--- src/rtl/lut_bank_pkg.sv ---
`default_nettype none
// ---------------------------------------------------------------------------
// lut_bank_pkg : sizing helpers shared by the LUT neuron bank.  Rev 1.0
// ---------------------------------------------------------------------------
package lut_bank_pkg;

  // Index fields never shrink to zero bits, even for a single-neuron bank.
  function automatic int clog2_min1(input int n);
    return (n <= 2) ? 1 : $clog2(n);
  endfunction

  function automatic int table_depth(input int addr_w);
    return 1 << addr_w;
  endfunction

endpackage
`default_nettype wire

--- src/rtl/lut_neuron_ram.sv ---
`default_nettype none
// ---------------------------------------------------------------------------
// lut_neuron_ram : one neuron truth table, 1 sync write / 1 async read.  Rev 1.0
// ---------------------------------------------------------------------------
module lut_neuron_ram
  import lut_bank_pkg::*;
#(
  parameter int ADDR_W = 6,
  parameter int DATA_W = 2
) (
  input  logic              clk,
  input  logic              we,
  input  logic [ADDR_W-1:0] waddr,
  input  logic [DATA_W-1:0] wdata,
  input  logic [ADDR_W-1:0] raddr,
  output logic [DATA_W-1:0] rdata
);

  localparam int TABLE_DEPTH = table_depth(ADDR_W);

  logic [DATA_W-1:0] mem [TABLE_DEPTH];

  // Contents are deliberately not reset so this maps onto distributed RAM.
  always_ff @(posedge clk) begin
    if (we) begin
      mem[waddr] <= wdata;
    end
  end

  assign rdata = mem[raddr];

endmodule
`default_nettype wire

--- src/rtl/lut_neuron_bank_pipe.sv ---
`default_nettype none
// ---------------------------------------------------------------------------
// lut_neuron_bank_pipe : 2-stage valid/ready bank of programmable LUT neurons.
// Rev 1.0
// ---------------------------------------------------------------------------
module lut_neuron_bank_pipe
  import lut_bank_pkg::*;
#(
  parameter int  N_NEURONS = 4,
  parameter int  IN_WIDTH  = 6,
  parameter int  OUT_WIDTH = 2,
  localparam int NIDX_W    = clog2_min1(N_NEURONS)
) (
  input  logic                          clk,
  input  logic                          rst,
  input  logic                          cfg_we,
  input  logic [NIDX_W-1:0]             cfg_neuron,
  input  logic [IN_WIDTH-1:0]           cfg_addr,
  input  logic [OUT_WIDTH-1:0]          cfg_data,
  output logic                          cfg_err,
  output logic [N_NEURONS-1:0]          prog_mask,
  input  logic                          in_valid,
  output logic                          in_ready,
  input  logic [N_NEURONS*IN_WIDTH-1:0] in_data,
  output logic                          out_valid,
  input  logic                          out_ready,
  output logic [N_NEURONS*OUT_WIDTH-1:0] out_data
);

  logic                           stall;
  logic                           v1;
  logic                           v2;
  logic [N_NEURONS*IN_WIDTH-1:0]  s1_data;
  logic [N_NEURONS-1:0]           sel;
  logic [N_NEURONS*OUT_WIDTH-1:0] lut_word;

  assign stall     = v2 & ~out_ready;
  assign in_ready  = ~stall;
  assign out_valid = v2;

  for (genvar n = 0; n < N_NEURONS; n++) begin : g_neuron
    localparam logic [NIDX_W-1:0] IDX = NIDX_W'(n);
    logic [OUT_WIDTH-1:0] rd;

    assign sel[n] = cfg_we & (cfg_neuron == IDX);

    lut_neuron_ram #(
      .ADDR_W (IN_WIDTH),
      .DATA_W (OUT_WIDTH)
    ) u_ram (
      .clk   (clk),
      .we    (sel[n]),
      .waddr (cfg_addr),
      .wdata (cfg_data),
      .raddr (s1_data[n*IN_WIDTH +: IN_WIDTH]),
      .rdata (rd)
    );

    // A never-written table holds garbage, so its field is forced to zero.
    assign lut_word[n*OUT_WIDTH +: OUT_WIDTH] = prog_mask[n] ? rd : '0;
  end

  always_ff @(posedge clk) begin
    if (!stall && in_valid) begin
      s1_data <= in_data;
    end
  end

  // Both stages freeze together on stall, so the S2 word is never re-read.
  always_ff @(posedge clk or posedge rst) begin
    if (rst) begin
      v1       <= 1'b0;
      v2       <= 1'b0;
      out_data <= '0;
    end else if (!stall) begin
      v1 <= in_valid;
      v2 <= v1;
      if (v1) begin
        out_data <= lut_word;
      end
    end
  end

  always_ff @(posedge clk or posedge rst) begin
    if (rst) begin
      prog_mask <= '0;
      cfg_err   <= 1'b0;
    end else if (cfg_we) begin
      prog_mask <= prog_mask | sel;
      if (sel == '0) begin
        cfg_err <= 1'b1;
      end
    end
  end

endmodule
`default_nettype wire
--- config.mk ---
export PLATFORM = sky130hd
export DESIGN_NAME = lut_neuron_bank_pipe
export DESIGN_NICKNAME = d
export VERILOG_FILES = /design/src/rtl/lut_bank_pkg.sv /design/src/rtl/lut_neuron_ram.sv /design/src/rtl/lut_neuron_bank_pipe.sv
export SDC_FILE = /design/constraint.sdc
export NUM_CORES = 1
export LEC_CHECK = 0
export CAP_MARGIN = 25
export CORE_MARGIN = 4
export CORE_UTILIZATION = 30
export DETAILED_ROUTE_END_ITERATION = 7
export DONT_BUFFER_PORTS = 1
export PLACE_DENSITY = 0.55
export SLEW_MARGIN = 20
export SYNTH_ARGS = -nofsm -noshare
export SYNTH_HDL_FRONTEND = slang
export SYNTH_SLANG_ARGS = --single-unit
--- constraint.sdc ---
create_clock -name clk -period 2.7 [get_ports clk]
set_input_delay 0.27 -clock clk [delete_from_list [all_inputs] [get_ports clk]]
set_output_delay 0.27 -clock clk [all_outputs]
set_load 0.01 [all_outputs]
==> impl_metrics.toml <==
[outcome]
status = "finished with violations"
failed_checks = "hold timing"

[synthesis]
per_instance_average_area_after_synthesis_sq_um = 17.4
fraction_of_synthesis_flops_using_an_asynchronous_set_or_reset_pin = 0.0261
yosys.area.top_type = "sky130_fd_sc_hd__edfxtp_1"
cells_taking_the_most_area_after_synthesis = "sky130_fd_sc_hd__edfxtp_1 70%, sky130_fd_sc_hd__mux4_2 12%, sky130_fd_sc_hd__nor2_1 4.3%"
synth_seq_cells = 575
ys_top_cells_by_count = "536 x sky130_fd_sc_hd__edfxtp_1, 262 x sky130_fd_sc_hd__nor2_1, 126 x sky130_fd_sc_hd__mux4_2, 93 x sky130_fd_sc_hd__nand2_1, 51 x sky130_fd_sc_hd__clkbuf_1"
netlist_instances = 1328
synth_cell_type_count = 43
synthMostInstantiatedCell = "sky130_fd_sc_hd__edfxtp_1"
yosysSeqAreaShare = 0.734
synth_fp_nets = 1367
top_flip_flop_cell_by_instance_count_after_synthesis = "sky130_fd_sc_hd__edfxtp_1"
edff_count_synth = 536
yosys_warnings = 0
cell_area_synth_sq_um = 23100
synth_top_area_share = 0.697

[setup_path]
endpoint_arrival_time_on_the_critical_path_ps = 2750
peak_fanout_along_the_critical_path = 16
worst-endpoint-required_ps = 3200
timing.critical_path.from_type = "flip-flop"
critical_path.endpoint_type = "flip-flop"
setup.worst_path.class = "flip-flop to flip-flop"

[clock_tree]
cts_tree = "built"
cts_htree_levels = 2
insertion_delay_ps = 620
tritoncts_buffer_count = 59
numClockSinks = 575
postCtsSetupRepairBufs = 0
cts_root_buffer = "sky130_fd_sc_hd__clkbuf_16"
post_cts_resize_count = 0
number_of_buffers_on_the_longest_clock_path = 3
cts.reportedPaths.clkPinSlew_ps = 60
cts.hold.buffers_added = 26

[placed_design]
final_weighted_congestion_of_routability_driven_global_placement = 0.815
placed_cell_area_sq_um = 24400
dp_slack_ps = 442
port_buffers = 0
place_hpwl_mm = 39.0

[floorplan]
core_area_sq_um = 76100
chipWidth_um = 285
placement_rows = 101
dieArea_sq_um = 81500
top_level_ports = 54
effective_utilization_at_floorplan = 0.304
fp.dieH_um = 285

[hold_path]
hold_class = "input port to flip-flop"

[final_layout]
layout-drive-gt1-share = 0.213
layout-area-overhead-vs-synth_pct = 15.6
finalCoreUtilization = 0.351
nNetsFinal = 1413
post-route-cell-area_sq_um = 26700
fill_cells = 7192

[timing]
setup_tns_ps = 0
fin_skew_ps = 20.5
report.final.slew_viol_count = 0
final-hold-violation-count = 175
timing.slew.headroom = 0.374
fin_worst_hold_slack_ps = -231
final_critical_period_ps = 2250
fin_crit_sh = 0.834
max_clock_freq_ghz = 0.444
setup_viol = 0
worstMarginPinSlew_ps = 926
worst_slack_ps = 448
rsz_0062_raised_after_global_routing = "no"

[power_and_ir_drop]
design_power_total_mw = 19.8
pwr_density_cell_nw_per_um2 = 742
power_leakage_nw = 8.20
worst_ir_drop_vdd_v = 0.000445

[route]
antenna_left = 0
avgRoutedWirePerCell_um = 24.1
drt-pass1-iter-count = 6
drtIter0Drc = 1259
vias_per_std_cell = 4.97
wirelength_mm = 59.3
vias = 12200
route.detailed.drc = 0

[global_routing]
track_usage = 0.143
grt_pass1_vias = 12600
antenna_found_initial = 2
final_global_route_overflow_total = 0
largest_net_degree_at_the_start_of_global_routing = 257
grt_first_pass_wirelength_mm = 86.0

[run]
drv_cap = 0
==> layout make-up <==
class	instances	area, sq um	share of cell area
inverters	4	15.0	0.000563
clock buffers	71	1550	0.0582
repair buffers	72	701	0.0263
diodes	1	2.50	0.0000938
well taps	1030	1290	0.0483
flip-flops and latches	575	17000	0.635
multi-input cells	662	5750	0.215
clock inverters	40	420	0.0158
==> critical path, cell delays in order (launching register included) <==
cell and delay, ps:
sky130_fd_sc_hd__dfxtp_1 310, sky130_fd_sc_hd__buf_4 330, sky130_fd_sc_hd__mux4_2 560, sky130_fd_sc_hd__o22ai_1 210, sky130_fd_sc_hd__a211oi_1 140, sky130_fd_sc_hd__a32oi_1 440, sky130_fd_sc_hd__nand3_1 130
==> layer usage <==
layer | routed length, um | track usage | share of wire
met1 | 25200 | 0.196 | 0.43
met2 | 27500 | 0.225 | 0.46
met5 | 0 | 0 | 0
met4 | 1690 | 0.0449 | 0.028
met3 | 4810 | 0.0359 | 0.081
==> flip-flops by register name, indices dropped and copies added (netlist names), named ones only <==
name                cells
out_data                8
out_valid               1
cfg_err                 1
s1_data                24
v1                      1
g_neuron.u_ram.mem    512
prog_mask               4
==> placed cells by master (no fill, tap or decap), types with 5 or more instances in the layout <==
cell type | synthesis | layout
sky130_fd_sc_hd__edfxtp_1 | 536 | 536
sky130_fd_sc_hd__nor2_1 | 262 | 262
sky130_fd_sc_hd__mux4_2 | 126 | 126
sky130_fd_sc_hd__nand2_1 | 93 | 93
sky130_fd_sc_hd__clkbuf_16 | 0 | 60
sky130_fd_sc_hd__buf_4 | 7 | 38
sky130_fd_sc_hd__mux2_2 | 27 | 27
sky130_fd_sc_hd__dlygate4sd3_1 | 0 | 26
sky130_fd_sc_hd__mux2i_1 | 20 | 20
sky130_fd_sc_hd__dfxtp_1 | 24 | 20
sky130_fd_sc_hd__clkinv_2 | 0 | 20
sky130_fd_sc_hd__nand3_1 | 20 | 19
sky130_fd_sc_hd__dfrtp_1 | 15 | 15
sky130_fd_sc_hd__nor3b_1 | 12 | 12
sky130_fd_sc_hd__o22ai_1 | 12 | 12
sky130_fd_sc_hd__nand2b_1 | 10 | 10
sky130_fd_sc_hd__clkbuf_1 | 51 | 10
sky130_fd_sc_hd__mux4_1 | 9 | 9
sky130_fd_sc_hd__a22oi_1 | 8 | 8
sky130_fd_sc_hd__bufinv_16 | 0 | 8
sky130_fd_sc_hd__buf_12 | 0 | 7
sky130_fd_sc_hd__nor3_1 | 6 | 6
sky130_fd_sc_hd__a21oi_1 | 6 | 6
sky130_fd_sc_hd__clkinv_1 | 0 | 6
sky130_fd_sc_hd__nand4_1 | 5 | 5
==> worst paths after layout <==
kind | slack (ps) | depth (start not counted) | to | startpoint
worst max-delay path | 450 | 6 | out_data[3] | flip-flop
worst min-delay path | -230 | 0 | g_neuron[1].u_ram.mem[27][1] | cfg_data[1]
worst max register to register | 450 | 6 | out_data[3] | flip-flop
worst min register to register | 450 | 0 | cfg_err | cfg_err
max in group asynchronous | 2030 | 3 | out_data[4] | rst
min in group asynchronous | 170 | 2 | out_data[3] | rst
==> where the power goes <==
group / internal, mW / switching (mW) / total (mW) / leakage [nW]
Clock: 4.86 / 3.46 / 8.33 / 0.979
Combinational: 0.660 / 0.730 / 1.39 / 2.02
Sequential: 9.87 / 0.206 / 10.1 / 5.21
Total: 15.4 / 4.40 / 19.8 / 8.20
==> cell families (layout without fill, tap and decap cells) <==
logic type	Yosys count	in the layout	synth area share
flops	575	575	0.734
buf+inv	91	187	0.0173
compound gates	47	47	0.0143
simple gates	433	433	0.0794
other cells	0	1	0
mux	182	182	0.155
==> stage by stage <==
| step | hold WS (ps) | instances |
|---|---|---|
| after floorplan | 171 | 1328 |
| after global placement | 369 | 2316 |
| after detailed placement | 369 | 2316 |
| after CTS | -232 | 2453 |
| after global routing | -263 | 2454 |
| final | -231 | 2455 |
(Power assumes the default switching activity.)
